[config.mk]
export PLATFORM = sky130hd
export DESIGN_NAME = innovated_alarm_clock
export DESIGN_NICKNAME = d
export VERILOG_FILES = /design/src/rtl/innovated_alarm_clock_pkg.sv /design/src/rtl/button_debouncer.sv /design/src/rtl/innovated_alarm_clock.sv
export SDC_FILE = /design/constraint.sdc
export NUM_CORES = 1
export LEC_CHECK = 0
export CAP_MARGIN = 10
export CORE_MARGIN = 10
export CORE_UTILIZATION = 40
export CTS_BUF_LIST = sky130_fd_sc_hd__clkbuf_8
export DETAILED_ROUTE_END_ITERATION = 6
export PLACE_DENSITY = 0.55
export SLEW_MARGIN = 10
export SYNTH_ARGS = -nofsm -noshare
export SYNTH_HDL_FRONTEND = slang
export SYNTH_HIERARCHICAL = 1
export SYNTH_SLANG_ARGS = --single-unit
[constraint.sdc]
create_clock -name fiveMhz -period 6.85 [get_ports fiveMhz]
set_clock_uncertainty 0.15 [all_clocks]
set_input_delay 1.0275 -clock fiveMhz [delete_from_list [all_inputs] [get_ports fiveMhz]]
set_output_delay 1.0275 -clock fiveMhz [all_outputs]
set_load 0.1 [all_outputs]
[src/rtl/innovated_alarm_clock_pkg.sv]
// Shared types, lookup tables and small arithmetic helpers for the alarm clock.
package innovated_alarm_clock_pkg;

  localparam logic [2:0] DIG_S0 = 3'd0;
  localparam logic [2:0] DIG_S1 = 3'd1;
  localparam logic [2:0] DIG_M0 = 3'd2;
  localparam logic [2:0] DIG_M1 = 3'd3;
  localparam logic [2:0] DIG_H0 = 3'd4;
  localparam logic [2:0] DIG_H1 = 3'd5;

  localparam logic [3:0] BLANK_DIGIT = 4'hF;
  localparam logic [7:0] SEG_OFF     = 8'hFF;
  localparam logic [7:0] AN_OFF      = 8'hFF;

  typedef struct packed {
    logic [4:0] hour;
    logic [5:0] minute;
    logic [5:0] second;
  } wall_time_t;

  typedef struct packed {
    logic [4:0] hour;
    logic [5:0] minute;
  } alarm_time_t;

  function automatic logic [4:0] inc_hour(input logic [4:0] h);
    return (h == 5'd23) ? 5'd0 : h + 5'd1;
  endfunction

  function automatic logic [5:0] inc_sixty(input logic [5:0] v);
    return (v == 6'd59) ? 6'd0 : v + 6'd1;
  endfunction

  // 0 reads as 12 and the afternoon hours fold back onto 1..11.
  function automatic logic [4:0] hour_12(input logic [4:0] h);
    if (h == 5'd0)      return 5'd12;
    else if (h > 5'd12) return h - 5'd12;
    else                return h;
  endfunction

  function automatic logic [3:0] tens_digit(input logic [5:0] v);
    logic [5:0] t;
    t = v / 6'd10;
    return t[3:0];
  endfunction

  function automatic logic [3:0] ones_digit(input logic [5:0] v);
    logic [5:0] t;
    t = v % 6'd10;
    return t[3:0];
  endfunction

  // Active-low {dp,g,f,e,d,c,b,a}; anything outside 0-9 is blank.
  function automatic logic [7:0] seg_decode(input logic [3:0] d);
    case (d)
      4'd0:    return 8'hC0;
      4'd1:    return 8'hF9;
      4'd2:    return 8'hA4;
      4'd3:    return 8'hB0;
      4'd4:    return 8'h99;
      4'd5:    return 8'h92;
      4'd6:    return 8'h82;
      4'd7:    return 8'hF8;
      4'd8:    return 8'h80;
      4'd9:    return 8'h90;
      default: return SEG_OFF;
    endcase
  endfunction

  function automatic logic [9:0] note_freq(input logic [2:0] idx);
    case (idx)
      3'd0:    return 10'd262;
      3'd1:    return 10'd294;
      3'd2:    return 10'd330;
      3'd3:    return 10'd349;
      3'd4:    return 10'd392;
      3'd5:    return 10'd440;
      3'd6:    return 10'd494;
      default: return 10'd523;
    endcase
  endfunction

  // Every branch divides a parameter by a literal, so this folds to a constant table.
  function automatic int note_half_period(input int clk_hz, input logic [2:0] idx);
    int p;
    case (idx)
      3'd0:    p = clk_hz / 524;
      3'd1:    p = clk_hz / 588;
      3'd2:    p = clk_hz / 660;
      3'd3:    p = clk_hz / 698;
      3'd4:    p = clk_hz / 784;
      3'd5:    p = clk_hz / 880;
      3'd6:    p = clk_hz / 988;
      default: p = clk_hz / 1046;
    endcase
    return (p < 1) ? 1 : p;
  endfunction

  function automatic logic [2:0] note_color(input logic [2:0] idx);
    case (idx)
      3'd0, 3'd3, 3'd6: return 3'b100;
      3'd1, 3'd4, 3'd7: return 3'b010;
      default:          return 3'b001;
    endcase
  endfunction

endpackage

[src/rtl/button_debouncer.sv]
// Two-flop synchronizer plus stability counter; emits one pulse per accepted press.
module button_debouncer #(
  parameter int DEBOUNCE_CYCLES = 25_000
) (
  input  logic clk,
  input  logic reset,
  input  logic raw,
  output logic level,
  output logic rise_pulse
);

  localparam int CNT_W = $clog2(DEBOUNCE_CYCLES + 1);

  logic [1:0]       sync_q, sync_d;
  logic             level_q, level_d;
  logic             pulse_q, pulse_d;
  logic [CNT_W-1:0] cnt_q, cnt_d;

  always_comb begin
    sync_d  = {sync_q[0], raw};
    level_d = level_q;
    pulse_d = 1'b0;
    cnt_d   = '0;
    // Any cycle that agrees with the accepted level restarts the stability count.
    if (sync_q[1] != level_q) begin
      if (cnt_q == CNT_W'(DEBOUNCE_CYCLES - 1)) begin
        level_d = sync_q[1];
        pulse_d = sync_q[1];
      end else begin
        cnt_d = cnt_q + 1'b1;
      end
    end
  end

  always_ff @(posedge clk) begin
    if (reset) begin
      sync_q  <= '0;
      level_q <= 1'b0;
      pulse_q <= 1'b0;
      cnt_q   <= '0;
    end else begin
      sync_q  <= sync_d;
      level_q <= level_d;
      pulse_q <= pulse_d;
      cnt_q   <= cnt_d;
    end
  end

  assign level      = level_q;
  assign rise_pulse = pulse_q;

endmodule

[src/rtl/innovated_alarm_clock.sv]
// 24-hour alarm clock: timekeeping, button editing, melody/LED alarm and a
// multiplexed 12-hour seven-segment display.
module innovated_alarm_clock
  import innovated_alarm_clock_pkg::*;
#(
  parameter int CLK_HZ          = 5_000_000,
  parameter int DEBOUNCE_CYCLES = 25_000,
  parameter int SCAN_CYCLES     = 5_000,
  parameter int NOTE_CYCLES     = 1_250_000
) (
  input  logic       fiveMhz,
  input  logic       reset,
  input  logic       alarmEnable,
  input  logic       timeChange,
  input  logic       alarmChange,
  input  logic       minutes,
  input  logic       hours,
  output logic       alarmEnabled,
  output logic       alarmOn,
  output logic       amPMLED,
  output logic [7:0] seg,
  output logic [7:0] an,
  output logic       pwmSound,
  output logic       pwmControl,
  output logic [2:0] rgb1,
  output logic [2:0] rgb2,
  output logic [9:0] currentNote
);

  localparam int SUB_W   = $clog2(CLK_HZ + 1);
  localparam int QUARTER = CLK_HZ / 4;
  localparam int BLINK_W = $clog2(QUARTER + 1);
  localparam int NOTE_W  = $clog2(NOTE_CYCLES + 1);
  localparam int TONE_W  = $clog2(CLK_HZ / 524 + 2);
  localparam int SCAN_W  = $clog2(SCAN_CYCLES + 1);
  localparam int BEAT_ON = NOTE_CYCLES * 3 / 4;

  logic hour_pulse, min_pulse;
  logic unused_hours_level, unused_minutes_level;

  button_debouncer #(.DEBOUNCE_CYCLES(DEBOUNCE_CYCLES)) u_hours_db (
    .clk        (fiveMhz),
    .reset      (reset),
    .raw        (hours),
    .level      (unused_hours_level),
    .rise_pulse (hour_pulse)
  );

  button_debouncer #(.DEBOUNCE_CYCLES(DEBOUNCE_CYCLES)) u_minutes_db (
    .clk        (fiveMhz),
    .reset      (reset),
    .raw        (minutes),
    .level      (unused_minutes_level),
    .rise_pulse (min_pulse)
  );

  logic [SUB_W-1:0]   sub_q, sub_d;
  wall_time_t         now_q, now_d;
  alarm_time_t        alarm_q, alarm_d;
  logic               ring_q, ring_d;
  logic [2:0]         note_idx_q, note_idx_d;
  logic [NOTE_W-1:0]  note_cnt_q, note_cnt_d;
  logic [TONE_W-1:0]  tone_cnt_q, tone_cnt_d;
  logic               pwm_q, pwm_d;
  logic [BLINK_W-1:0] blink_cnt_q, blink_cnt_d;
  logic               blink_q, blink_d;
  logic [SCAN_W-1:0]  scan_cnt_q, scan_cnt_d;
  logic [2:0]         digit_idx_q, digit_idx_d;
  logic [7:0]         an_q, an_d;
  logic [7:0]         seg_q, seg_d;
  logic               alarm_enabled_q;

  logic       ringing;
  logic       alarm_view;
  logic [4:0] disp_hour, disp_hour_12;
  logic [5:0] disp_min, disp_sec;
  logic [3:0] digit_val;

  // NOTE: every *_d gets its default before any branch, so no path leaves a latch.
  always_comb begin
    sub_d = sub_q + 1'b1;
    now_d = now_q;
    if (sub_q == SUB_W'(CLK_HZ - 1)) begin
      sub_d        = '0;
      now_d.second = inc_sixty(now_q.second);
      if (now_q.second == 6'd59) begin
        now_d.minute = inc_sixty(now_q.minute);
        if (now_q.minute == 6'd59) now_d.hour = inc_hour(now_q.hour);
      end
    end

    // Edits are applied after the carry chain so they win on the edited field.
    alarm_d = alarm_q;
    if (timeChange) begin
      if (hour_pulse) now_d.hour = inc_hour(now_q.hour);
      if (min_pulse) begin
        now_d.minute = inc_sixty(now_q.minute);
        now_d.second = '0;
        sub_d        = '0;
      end
    end else if (alarmChange) begin
      if (hour_pulse) alarm_d.hour   = inc_hour(alarm_q.hour);
      if (min_pulse)  alarm_d.minute = inc_sixty(alarm_q.minute);
    end
  end

  assign ringing = alarmEnable && !timeChange && !alarmChange &&
                   (now_q.hour == alarm_q.hour) && (now_q.minute == alarm_q.minute);

  // Melody state restarts from zero on the first ringing cycle and is held clear otherwise.
  always_comb begin
    ring_d      = ringing;
    note_idx_d  = '0;
    note_cnt_d  = '0;
    tone_cnt_d  = '0;
    pwm_d       = 1'b0;
    blink_cnt_d = '0;
    blink_d     = 1'b0;
    if (ringing && ring_q) begin
      note_idx_d  = note_idx_q;
      note_cnt_d  = note_cnt_q + 1'b1;
      tone_cnt_d  = tone_cnt_q + 1'b1;
      pwm_d       = pwm_q;
      blink_cnt_d = blink_cnt_q + 1'b1;
      blink_d     = blink_q;
      if (note_cnt_q == NOTE_W'(NOTE_CYCLES - 1)) begin
        note_cnt_d = '0;
        note_idx_d = note_idx_q + 3'd1;
        tone_cnt_d = '0;
        pwm_d      = 1'b0;
      end else if (tone_cnt_q == TONE_W'(note_half_period(CLK_HZ, note_idx_q) - 1)) begin
        tone_cnt_d = '0;
        pwm_d      = ~pwm_q;
      end
      if (blink_cnt_q == BLINK_W'(QUARTER - 1)) begin
        blink_cnt_d = '0;
        blink_d     = ~blink_q;
      end
    end
  end

  assign alarm_view   = alarmChange && !timeChange;
  assign disp_hour    = alarm_view ? alarm_q.hour   : now_q.hour;
  assign disp_min     = alarm_view ? alarm_q.minute : now_q.minute;
  assign disp_sec     = alarm_view ? 6'd0           : now_q.second;
  assign disp_hour_12 = hour_12(disp_hour);

  always_comb begin
    scan_cnt_d  = scan_cnt_q + 1'b1;
    digit_idx_d = digit_idx_q;
    if (scan_cnt_q == SCAN_W'(SCAN_CYCLES - 1)) begin
      scan_cnt_d  = '0;
      digit_idx_d = digit_idx_q + 3'd1;
    end

    case (digit_idx_q)
      DIG_H1:  digit_val = tens_digit({1'b0, disp_hour_12});
      DIG_H0:  digit_val = ones_digit({1'b0, disp_hour_12});
      DIG_M1:  digit_val = tens_digit(disp_min);
      DIG_M0:  digit_val = ones_digit(disp_min);
      DIG_S1:  digit_val = tens_digit(disp_sec);
      DIG_S0:  digit_val = ones_digit(disp_sec);
      default: digit_val = BLANK_DIGIT;
    endcase
    an_d  = ~(8'b1 << digit_idx_q);
    seg_d = seg_decode(digit_val);
  end

  // NOTE: state is updated with <= so every flop samples the same pre-edge values.
  always_ff @(posedge fiveMhz) begin
    if (reset) begin
      sub_q       <= '0;
      now_q       <= '0;
      alarm_q     <= '0;
      ring_q      <= 1'b0;
      note_idx_q  <= '0;
      note_cnt_q  <= '0;
      tone_cnt_q  <= '0;
      pwm_q       <= 1'b0;
      blink_cnt_q <= '0;
      blink_q     <= 1'b0;
      scan_cnt_q  <= '0;
      digit_idx_q <= '0;
      an_q        <= AN_OFF;
      seg_q       <= SEG_OFF;
    end else begin
      sub_q       <= sub_d;
      now_q       <= now_d;
      alarm_q     <= alarm_d;
      ring_q      <= ring_d;
      note_idx_q  <= note_idx_d;
      note_cnt_q  <= note_cnt_d;
      tone_cnt_q  <= tone_cnt_d;
      pwm_q       <= pwm_d;
      blink_cnt_q <= blink_cnt_d;
      blink_q     <= blink_d;
      scan_cnt_q  <= scan_cnt_d;
      digit_idx_q <= digit_idx_d;
      an_q        <= an_d;
      seg_q       <= seg_d;
    end
  end

  // Deliberately outside the reset branch: it tracks the switch even while reset is held.
  always_ff @(posedge fiveMhz) begin
    alarm_enabled_q <= alarmEnable;
  end

  assign alarmEnabled = alarm_enabled_q;
  assign alarmOn      = ring_q && !blink_q;
  assign pwmSound     = ring_q && pwm_q;
  assign pwmControl   = ring_q && (note_cnt_q < NOTE_W'(BEAT_ON));
  assign rgb1         = ring_q ? note_color(note_idx_q) : 3'b000;
  assign rgb2         = ring_q ? ~note_color(note_idx_q) : 3'b000;
  assign currentNote  = ring_q ? note_freq(note_idx_q) : 10'd0;
  assign amPMLED      = (disp_hour >= 5'd12);
  assign an           = an_q;
  assign seg          = seg_q;

endmodule

# Word-level counts from Yosys, hierarchy flattened
# Memories as Yosys holds them, arrays and structs flattened. A register that Yosys moved wholly into a read port is not among the register bits.
# Cells that the tools add are included.
# op_classes
reduce_logical	30
mul	0
shifts	1
addsub	16
magnitude_cmp	4
n_eq_ne	28
n_bitwise	10
mux	29
n_div	6
# ops
operator	count
case mux 14 bit (7 select lines)	1
case mux 10 bit (7 select lines)	1
two-way mux 23 bit	3
two-way mux 32 bit	2
adder 21 x 1 -> 21 bit (second input constant)	2
equality test 21 bit (second input constant)	2
two-way mux 5 bit	7
two-way mux 17 bit	2
less-than comparator 32 x 2 -> 1 bit (second input constant)	1
adder 15 x 1 -> 15 bit (second input constant)	2
equality test 15 bit (second input constant)	2
two-way mux 6 bit	5
case mux 4 bit (6 select lines)	1
OR reduction 3 bit	8
adder 23 x 1 -> 23 bit (second input constant)	1
equality test 23 bit (second input constant)	1
less-than comparator 21 x 20 -> 1 bit (second input constant)	1
adder 6 x 1 -> 6 bit (second input constant)	3
equality test 3 bit (second input constant)	6
equality test 6 bit (second input constant)	3
adder 14 x 1 -> 14 bit (second input constant)	1
equality test 14 bit	1
two-way mux 14 bit	1
subtractor 14 x 2 -> 14 bit (second input constant)	1
other kinds (34)	66
# totals
inputBits	7
mem_bits_ro	112
ram_bits	0
latch_bits	0
mem_count	1
register_bits	184
out_inout_bits	37
word_cells	151
# mem_list
name	words	width	read_ports	rd_ports_with_merged_regs	write_ports	line	text
(name not given)	16	7	1	1	0	innovated_alarm_clock_pkg.sv:55	case (d)

# Longest topological paths before layout
# Gate-level depths: netlist of run 1.
# depth
word_depth	12
depth_mapped	26
mapped_depth_nobuf	23

# Hierarchy
# Netlist of run 1, hierarchy kept.
# modules_own_cells
mod	cells_per_inst	seq_area_each_um2	instances	area_per_inst_um2
innovated_alarm_clock	1005	2902.8	1	8237.9
button_debouncer	85	380.4	2	799.5

# Worst setup path after synthesis of run 1
# OpenSTA, ideal clock, no wires.
# synth_path
path_type	input-to-reg
from	input port timeChange
to	register seg_q[4] (netlist: seg[4])
setup_ns	0.144
arrival_time_ns	5.718
t_required_ns	6.556
cell_stages	25
n_path_buf	3
setup_slack_ns	0.838
path_cell_list	buf_6 > nand2b_4 > buf_6 > buf_6 > a21o_1 > ha_1 > or3b_1 > a311oi_1 > nor3_1 > nor4_4 > inv_2 > ha_1 > nand2_1 > nor3_1 > a31oi_1 > o211ai_1 > or2_1 > a221o_1 > nand2_1 > ha_1 > a2111oi_2 > a2111oi_4 > and2_1 > a221oi_1 > o2111ai_1
# synth_via
elab_chain_len	8
word_cells_on_any_way	17
cone_classes	1 x add/sub; 6 x div; 1 x order compare; 6 x mux; 3 x reduce/logical
# synth_lines
item	line	text
start, declared	innovated_alarm_clock.sv:14	input logic timeChange,
zero test 1 bit *	innovated_alarm_clock.sv:142	assign alarm_view = alarmChange && !timeChange;
logical AND 1 bit *	innovated_alarm_clock.sv:142	
parallel branches: the longest is 5 deep, another holds remainder unit 6 x 4 -> 6 bit	n/a	
case mux 4 bit (6 select lines) *	innovated_alarm_clock.sv:156	case (digit_idx_q)
end, declared	innovated_alarm_clock.sv:70	logic [7:0] seg_q, seg_d;
# Mark *: on every way between the ends.
# A chain may end at the register's enable or synchronous reset.

# Worst setup path in the final report of run 1
# Same ends and word-level chain as after synthesis.

==> out/results.md, run 1 <==
| Parameter | This run | Unit |
|---|---|---|
| Status | finished, final reports clean | - |
| Count of buffers from port buffering | 42 | - |
| Setup-failing EPs final | 0 | - |
| Final design utilization | 44.87 | % |
| Ant diodes | 0 | - |
| Post-cts hold buffer count | 0 | - |
| Post-synthesis average cell area | 8.372 | sq um |
| Most frequent cells after synthesis | sky130_fd_sc_hd__nor2_1, sky130_fd_sc_hd__dfxtp_1, sky130_fd_sc_hd__nand2_1 | - |
| Switching Power | 460.1 | uW |
| Startpoint of the worst register-to-register path | alarm_q[8] | - |
| Nets | 1234 | - |
| Layout Cells excl Fill | 1532 | - |
| Count of different cell masters after synthesis | 89 | - |
| Most area-consuming cells after synthesis | sky130_fd_sc_hd__dfxtp_1, sky130_fd_sc_hd__nor2_1, sky130_fd_sc_hd__xnor2_1 | - |
| WP data arrival | 6510 | ps |
| Gr ovfl total | 0 | - |
| Clock-pin slew of the registers on the worst-case setup and hold paths | 110 | ps |
| Critical path's slowest cell | sky130_fd_sc_hd__clkdlybuf4s50_1 | - |
| Global-route wire length before repair | 36230 | um |
| Ratio of cells with drive above 1 in the final layout | 6.043 | % |
| Worst ir drop on vdd | 0.1162 | mV |
| Worst hold path stage count | 1 | - |
| Count of TritonRoute iterations in the first routing pass | 5 | - |
| Async S/R FF share, synth | 0 | % |
| Final critical-path required period | 6349 | ps |
| Global routing usage summed across all routing layers | 13.55 | % |
| Number of vias per cell after detailed routing | 5.169 | - |
| Number of fill cells in the layout | 2453 | - |
| Full die area | 31270 | sq um |
| Effective utilization at floorplan | 40.57 | % |
| Cells resized by post-CTS repair | 0 | - |
| HPWL Detailed | 15170 | um |
| Leakage power total | 0.003708 | uW |
| Vias in the first global route | 7435 | - |
| Number of clock sinks | 183 | - |
| Post-synth design cell area | 9837 | sq um |
| Area fraction of the dominant cell type after synthesis | 37.24 | % |
| Drc violations | 0 | - |
| Clock power frac | 38.9 | % |
| Number of DRC markers after the initial detailed-route iteration | 580 | - |
| Crit path max-delay family | compound AO/OA/AOI/OAI gates | - |
| Cell with the most instances after synthesis | sky130_fd_sc_hd__nor2_1 | - |
| Achievable frequency | 157.5 | MHz |
| Initial antenna violation count | 0 | - |
| Count of buffering cells on the critical path with inverters included | 2 | - |
| Number of cell instances on the worst register-to-register path | 22 | - |
| Data required time at the worst endpoint | 7010 | ps |
| Cell type with the highest aggregate area in the netlist | sky130_fd_sc_hd__dfxtp_1 | - |
| Core area | 24250 | sq um |
| Skew-Pair Late Insertion Delay | 450 | ps |
| Count of final max-slew check failures | 0 | - |
| Worst-path cell chain | clkdlybuf4s50_1 > nand2b_4 > a21o_1 > ha_1 > or3b_1 > a311oi_1 > nor3_1 > nor4_4 > inv_2 > ha_1 > nand2_1 > nor3_1 > a31oi_1 > o211ai_1 > or2_1 > a221o_1 > nand2_1 > ha_1 > a2111oi_2 > a2111oi_4 > and2_1 > a221oi_1 > o2111ai_1 | - |
| Remaining antenna violation count after routing | 0 | - |
| Seq/Total Area, Yosys | 37.24 | % |
| Cell area power density | 173.6 | nW/um^2 |
| Main synth FF type | sky130_fd_sc_hd__dfxtp_1 | - |
| Start point of the worst min-delay path | u_hours_db/sync_q[0] | - |
| Slew margin rel. | 33.59 | % |
| Internal power contribution | 1428 | uW |
| Proportion of total power due to net switching | 24.37 | % |
| Number of clock buffers inserted by TritonCTS | 17 | - |
| Ports | 44 | - |
| Most prevalent standard cell on the critical path | sky130_fd_sc_hd__ha_1 | - |
| Setup crit start kind | primary input | - |
| Routed wire length | 21010 | um |
| Slew of the pin with the lowest slew margin | 993.1 | ps |
| Final worst-path cycle share | 92.69 | % |
| Number of instances in the synthesized netlist | 1175 | - |
| TritonCTS clock tree | built | - |
| Mapped Nets | 1214 | - |
| Count of vias placed by the detailed router | 7919 | - |
| Maximum root-to-sink buffer count | 2 | - |
| Maximum number of pins on one net before global-route repair | 35 | - |
| Count of max-cap constraint violations | 0 | - |
| Largest stage delay, worst path | 670 | ps |
| Number of enable-type register cells in the synthesized netlist | 0 | - |
| Final Wtd Congestion | 0.8633 | - |
| Number of register bits inferred by synthesis | 183 | - |
| Max FO, Critical Path | 9 | - |
| Cells after DPL | 1500 | - |
| Hold violation total from the final report | 0 | - |
| Average wire per cell in the routed design | 13.71 | um |
| Synth-to-Final Area Change | 10.60 | % |
| Critical path launch point | timeChange | - |
| Path class of the lowest-slack min-delay path | reg -> reg | - |
| Endpoint class of the critical path | flip-flop | - |
| Sequential fraction of design power | 56.9 | % |
| Setup Total Neg Slack | 0 | ps |
| Number of cell rows | 57 | - |
| Critical path class | in -> reg | - |
| Y dimension of the die | 176.8 | um |
| Setup Buffers After CTS | 0 | - |
| Cell depth of the worst setup path | 23 | - |
| Setup repair after global routing missed its margin | no | - |
| H-tree depth | 4 | - |
| Synthesis Warnings | 13 | - |
| Master cell of the clock root buffer | sky130_fd_sc_hd__clkbuf_8 | - |
| Fraction of power consumed by combinational cells | 4.2 | % |
| Chip Width | 176.8 | um |
==> metal layers <==
metal,routed length [um],GRT usage [%]
met1,10610,18.18
met4,215,2.697
met3,615,2.560
met2,9573,22.22
met5,0,0
==> cell type report <==
type / instances / area [sq um] / share of cell area (%)
clock buffer: 18 / 247.7 / 2.277
clock inverter: 14 / 148.9 / 1.369
inverter: 28 / 105.1 / 0.9661
multi-input combinational: 919 / 5861 / 53.87
timing repair buffer: 46 / 447.9 / 4.117
tap: 324 / 405.4 / 3.726
sequential: 183 / 3664 / 33.67
==> worst reg2reg max path, delay by kind of cell, from the launching register on <==
kind	cells	cell delay [ps]
adder cells (fa/ha/maj)	3	750
AND/OR/NAND/NOR	9	1730
AO/OA/AOI/OAI	9	2220
buffers and inverters	1	110
flip-flops	1	540
==> metrics by stage <==
stage	total power (uW)	area [sq um]	hold slack, ps	setup slack [ps]
after floorplan	1160	9837	263.8	837.9
after global placement	1179	10480	287.3	210.6
after detailed placement	1179	10480	286.6	64.06
after CTS	1918	10880	307.5	539.4
after global routing	1967	10880	326.7	142.5
final	1888	10880	300.3	500.7
==> power groups by stage <==
stage	clock network [uW]	logic (uW)	registers (uW)
6_report	735	78.6	1080
5_1_grt	807	83.9	1080
4_1_cts	763	79.6	1080
3_5_place_dp	0	79.4	1100
3_3_place_gp	0	79.4	1100
2_1_floorplan	0	43.0	1120
==> registers in the layout, indices dropped and copies added, names as in the netlist, 7 cells and up <==
register / flops
seg: 7
u_minutes_db/cnt_q: 15
u_hours_db/cnt_q: 15
an: 8
tone_cnt_q: 14
note_cnt_q: 21
alarm_q: 11
scan_cnt_q: 13
blink_cnt_q: 21
sub_q: 23
now_q: 17
==> final timing paths <==
path | end | slack (ps)
setup / recovery | seg[4] | 500
hold / removal | u_hours_db/sync_q[1] | 300
setup reg to reg | seg[4] | 1240
hold reg to reg | u_hours_db/sync_q[1] | 300
==> cell usage in the layout, fill, tap and decap left out, types with 4 or more instances in the layout <==
cell type | synthesis | final
sky130_fd_sc_hd__nor2_1 | 211 | 211
sky130_fd_sc_hd__dfxtp_1 | 183 | 183
sky130_fd_sc_hd__nand2_1 | 92 | 92
sky130_fd_sc_hd__xnor2_1 | 83 | 83
sky130_fd_sc_hd__xor2_1 | 66 | 66
sky130_fd_sc_hd__nand3_1 | 57 | 57
sky130_fd_sc_hd__clkdlybuf4s50_1 | 0 | 41
sky130_fd_sc_hd__nor3_1 | 37 | 37
sky130_fd_sc_hd__ha_1 | 32 | 32
sky130_fd_sc_hd__and3_1 | 31 | 31
sky130_fd_sc_hd__a21oi_1 | 30 | 30
sky130_fd_sc_hd__nand4_1 | 28 | 28
sky130_fd_sc_hd__inv_1 | 25 | 27
sky130_fd_sc_hd__o21ai_0 | 19 | 19
sky130_fd_sc_hd__nor2b_1 | 18 | 18
sky130_fd_sc_hd__clkbuf_8 | 0 | 18
sky130_fd_sc_hd__and2_1 | 15 | 15
sky130_fd_sc_hd__mux2i_1 | 15 | 15
sky130_fd_sc_hd__nor4b_1 | 14 | 14
sky130_fd_sc_hd__a211oi_1 | 10 | 10
sky130_fd_sc_hd__or3_1 | 9 | 9
sky130_fd_sc_hd__nor4_1 | 9 | 9
sky130_fd_sc_hd__or2_2 | 6 | 6
sky130_fd_sc_hd__a22oi_1 | 6 | 6
sky130_fd_sc_hd__mux2_2 | 5 | 5
sky130_fd_sc_hd__a22o_1 | 5 | 5
sky130_fd_sc_hd__o21a_1 | 5 | 5
sky130_fd_sc_hd__nand2b_1 | 5 | 5
sky130_fd_sc_hd__a311oi_1 | 5 | 5
sky130_fd_sc_hd__nor3b_1 | 5 | 5
sky130_fd_sc_hd__o211ai_1 | 5 | 5
sky130_fd_sc_hd__buf_4 | 1 | 5
sky130_fd_sc_hd__o21bai_1 | 4 | 4
sky130_fd_sc_hd__nand4b_1 | 4 | 4
sky130_fd_sc_hd__clkinvlp_4 | 0 | 4
sky130_fd_sc_hd__nand3_2 | 4 | 4
==> cell families after synthesis <==
family | Yosys count | synth area share [%]
buffers and inverters | 73 | 3.256
and+or+nand+nor | 569 | 28.62
adders and majority gates | 32 | 4.070
xor gates and xnor gates | 149 | 13.27
AOI/OAI and AO/OA | 144 | 10.76
DFF | 183 | 37.24
muxes | 24 | 2.747
other | 1 | 0.03812
(Power assumes the default switching activity.)
==> run 2, diff against run 1 <==
Settings changed: CORE_MARGIN 10 to 2.
==> run 2 against run 1 <==
  * Wire length is 1.8% lower
  * Power is 3.8% higher
  * Sequential share of layout area is 0.22 points lower
==> out/results.md, run 2 (same netlist as run 1, synthesis figures left out) <==
| Parameter | This run | Unit | Delta |
|---|---|---|---|
| Critical path's slowest cell | sky130_fd_sc_hd__clkdlybuf4s50_1 | - |  |
| Achievable frequency | 160.5 | MHz | +1.9% |
| Final critical-path required period | 6231 | ps | -118.1 ps |
| Core area | 24250 | sq um | unchanged |
| Leading cell type in the layout, fill and taps excluded | sky130_fd_sc_hd__nor2_1 | - |  |
| Final Wtd Congestion | 0.8376 | - | -3.0% |
| Crit path max-delay family | compound AO/OA/AOI/OAI gates | - |  |
| Status | finished, final reports clean | - |  |
| Internal power contribution | 1469 | uW | +2.9% |
| Worst Hold Slack | 309.0 | ps | +8.659 ps |
| Clock-pin slew of the registers on the worst-case setup and hold paths | 110 | ps | about the same |
| Number of DRC markers after the initial detailed-route iteration | 468 | - | -19% |
| Cells resized by post-CTS repair | 0 | - | unchanged |
| Sequential fraction of design power | 54.8 | % | -2.1 points |
| Largest stage delay, worst path | 590 | ps | -80 ps |
| Y dimension of the die | 160.8 | um | -9.0% |
| Remaining antenna violation count after routing | 0 | - | unchanged |
| Hold violation total from the final report | 0 | - | unchanged |
| Chip Width | 160.8 | um | -9.0% |
| Ports | 44 | - | unchanged |
| Most prevalent standard cell on the critical path | sky130_fd_sc_hd__ha_1 | - |  |
| Total placed instance area | 10510 | sq um | +0.21% |
| Gr ovfl total | 0 | - | unchanged |
| Switching Power | 490.7 | uW | +6.6% |
| Final worst-path cycle share | 90.97 | % | -1.7 points |
| Count of max-cap constraint violations | 0 | - | unchanged |
| Count of vias placed by the detailed router | 7909 | - | -0.13% |
| Average wire per cell in the routed design | 13.44 | um | -2.0% |
| Number of clock sinks | 183 | - | unchanged |
| Max FFs per register | 23 | - | unchanged |
| Data required time at the worst endpoint | 7020 | ps | about the same |
| Setup Buffers After CTS | 0 | - | unchanged |
| Setup repair after global routing missed its margin | no | - |  |
| Commonest non-fill, non-tap cells in the layout | sky130_fd_sc_hd__nor2_1, sky130_fd_sc_hd__dfxtp_1, sky130_fd_sc_hd__nand2_1, sky130_fd_sc_hd__xnor2_1, sky130_fd_sc_hd__xor2_1 | - |  |
| Setup crit start kind | primary input | - |  |
| Global-route wire length before repair | 35480 | um | -2.1% |
| Endpoint class of the critical path | flip-flop | - |  |
| Count of TritonRoute iterations in the first routing pass | 5 | - | unchanged |
| Critical path class | in -> reg | - |  |
| Fraction of power consumed by combinational cells | 4.1 | % | about the same |
| Largest register by flop count | sub_q | - |  |
| Full die area | 25860 | sq um | -17% |
| Initial antenna violation count | 0 | - | unchanged |
| Ratio of cells with drive above 1 in the final layout | 6.441 | % | +0.40 points |
| Post-cts hold buffer count | 0 | - | unchanged |
| Setup-failing EPs final | 0 | - | unchanged |
| TritonCTS clock tree | built | - |  |
| Vias in the first global route | 7385 | - | -0.67% |
| Clock power frac | 41.1 | % | +2.2 points |
| Nets | 1237 | - | +0.24% |
| Routed wire length | 20630 | um | -1.8% |
| Global routing usage summed across all routing layers | 16.33 | % | +2.8 points |
| Ant diodes | 0 | - | unchanged |
| Cell area power density | 179.0 | nW/um^2 | +3.1% |
| Max FO, Critical Path | 6 | - | -3 |
| Proportion of total power due to net switching | 25.03 | % | +0.67 points |
| WP data arrival | 6400 | ps | -110 ps |
| Setup Total Neg Slack | 0 | ps | unchanged |
| Maximum root-to-sink buffer count | 2 | - | unchanged |
| Number of fill cells in the layout | 2473 | - | +0.82% |
| Leakage power total | 0.003748 | uW | +1.1% |
| Master cell of the clock root buffer | sky130_fd_sc_hd__clkbuf_8 | - |  |
| HPWL Detailed | 14930 | um | -1.6% |
| Number of vias per cell after detailed routing | 5.152 | - | -0.32% |
| Power after layout | 1960 | uW | +3.8% |
| Synth-to-Final Area Change | 11.31 | % |  |
| Count of buffers from port buffering | 42 | - | unchanged |
| Number of cell rows | 57 | - | unchanged |
| Skew-Pair Late Insertion Delay | 470 | ps | +20 ps |
| Path class of the lowest-slack min-delay path | reg -> reg | - |  |
| Drc violations | 0 | - | unchanged |
| Slew of the pin with the lowest slew margin | 972.1 | ps | -20.97 ps |
| Effective utilization at floorplan | 40.57 | % | unchanged |
| Largest registers in the final layout | sub_q: 23 flops, blink_cnt_q: 21 flops, note_cnt_q: 21 flops | - |  |
| Count of final max-slew check failures | 0 | - | unchanged |
| Number of clock buffers inserted by TritonCTS | 17 | - | unchanged |
| Maximum number of pins on one net before global-route repair | 35 | - | unchanged |
| Count of buffering cells on the critical path with inverters included | 2 | - | unchanged |
| H-tree depth | 4 | - | unchanged |
| Worst-path cell chain | clkdlybuf4s50_1 > and3b_1 > a21o_1 > ha_1 > or3b_1 > a311oi_1 > nor3_1 > nor4_4 > inv_2 > ha_1 > nand2_1 > nor3_1 > a31oi_1 > o211ai_1 > or2_1 > a221o_1 > nand2_1 > ha_1 > a2111oi_2 > a2111oi_4 > and2_1 > a221oi_1 > o2111ai_1 | - |  |
| Worst ir drop on vdd | 0.1236 | mV | +6.4% |
| Slew margin rel. | 34.99 | % | +1.4 points |
| Area of all placed cells without fillers | 10950 | sq um | +0.64% |
## run 2: power groups by stage
stage | sequential (uW) | clock, uW | combinational (uW)
floorplan | 1120 | 0 | 43.0
global placement | 1100 | 0 | 80.0
detailed placement | 1100 | 0 | 80.2
CTS | 1080 | 836 | 80.2
global route | 1080 | 879 | 84.7
finish | 1080 | 805 | 79.6
## run 2: final timing paths
check                                           from                   end  slack, ps  cells past startpoint
worst max register to register            alarm_q[8]                seg[4]       1240                     22
worst min register to register  u_hours_db/sync_q[0]  u_hours_db/sync_q[1]        310                      1
worst min-delay path            u_hours_db/sync_q[0]  u_hours_db/sync_q[1]        310                      1
worst max-delay path                     alarmChange                seg[4]        620                     23
## run 2: layout make-up
type	instances	area (sq um)	area share, %
Clock buffer	17	234.0	2.137
Timing Repair Buffer	49	470.5	4.297
Clock inverter	15	210.2	1.920
Multi-Input combinational cell	919	5861	53.53
Sequential cell	183	3664	33.46
Tap cell	324	405.4	3.702
Inverter	28	105.1	0.9599
## run 2: per-layer routing
| layer | vias up | global-route usage [%] | wire [um] |
|---|---|---|---|
| li1 | 4134 | - | - |
| met1 | 3669 | 22.33 | 10600 |
| met2 | 89 | 26.45 | 9271 |
| met3 | 17 | 3.357 | 530 |
| met4 | 0 | 4.058 | 230 |
| met5 | - | 0 | 0 |
## run 2: through the flow
step / util [%] / setup WS, ps / instances
finish: 45.15 / 618.8 / 1535
floorplan: - / 837.9 / 1175
global route: 45.15 / 258.9 / 1535
global placement: 43.32 / 337.1 / 1503
detailed placement: 43.32 / 184.6 / 1503
CTS: 45.15 / 681.6 / 1535
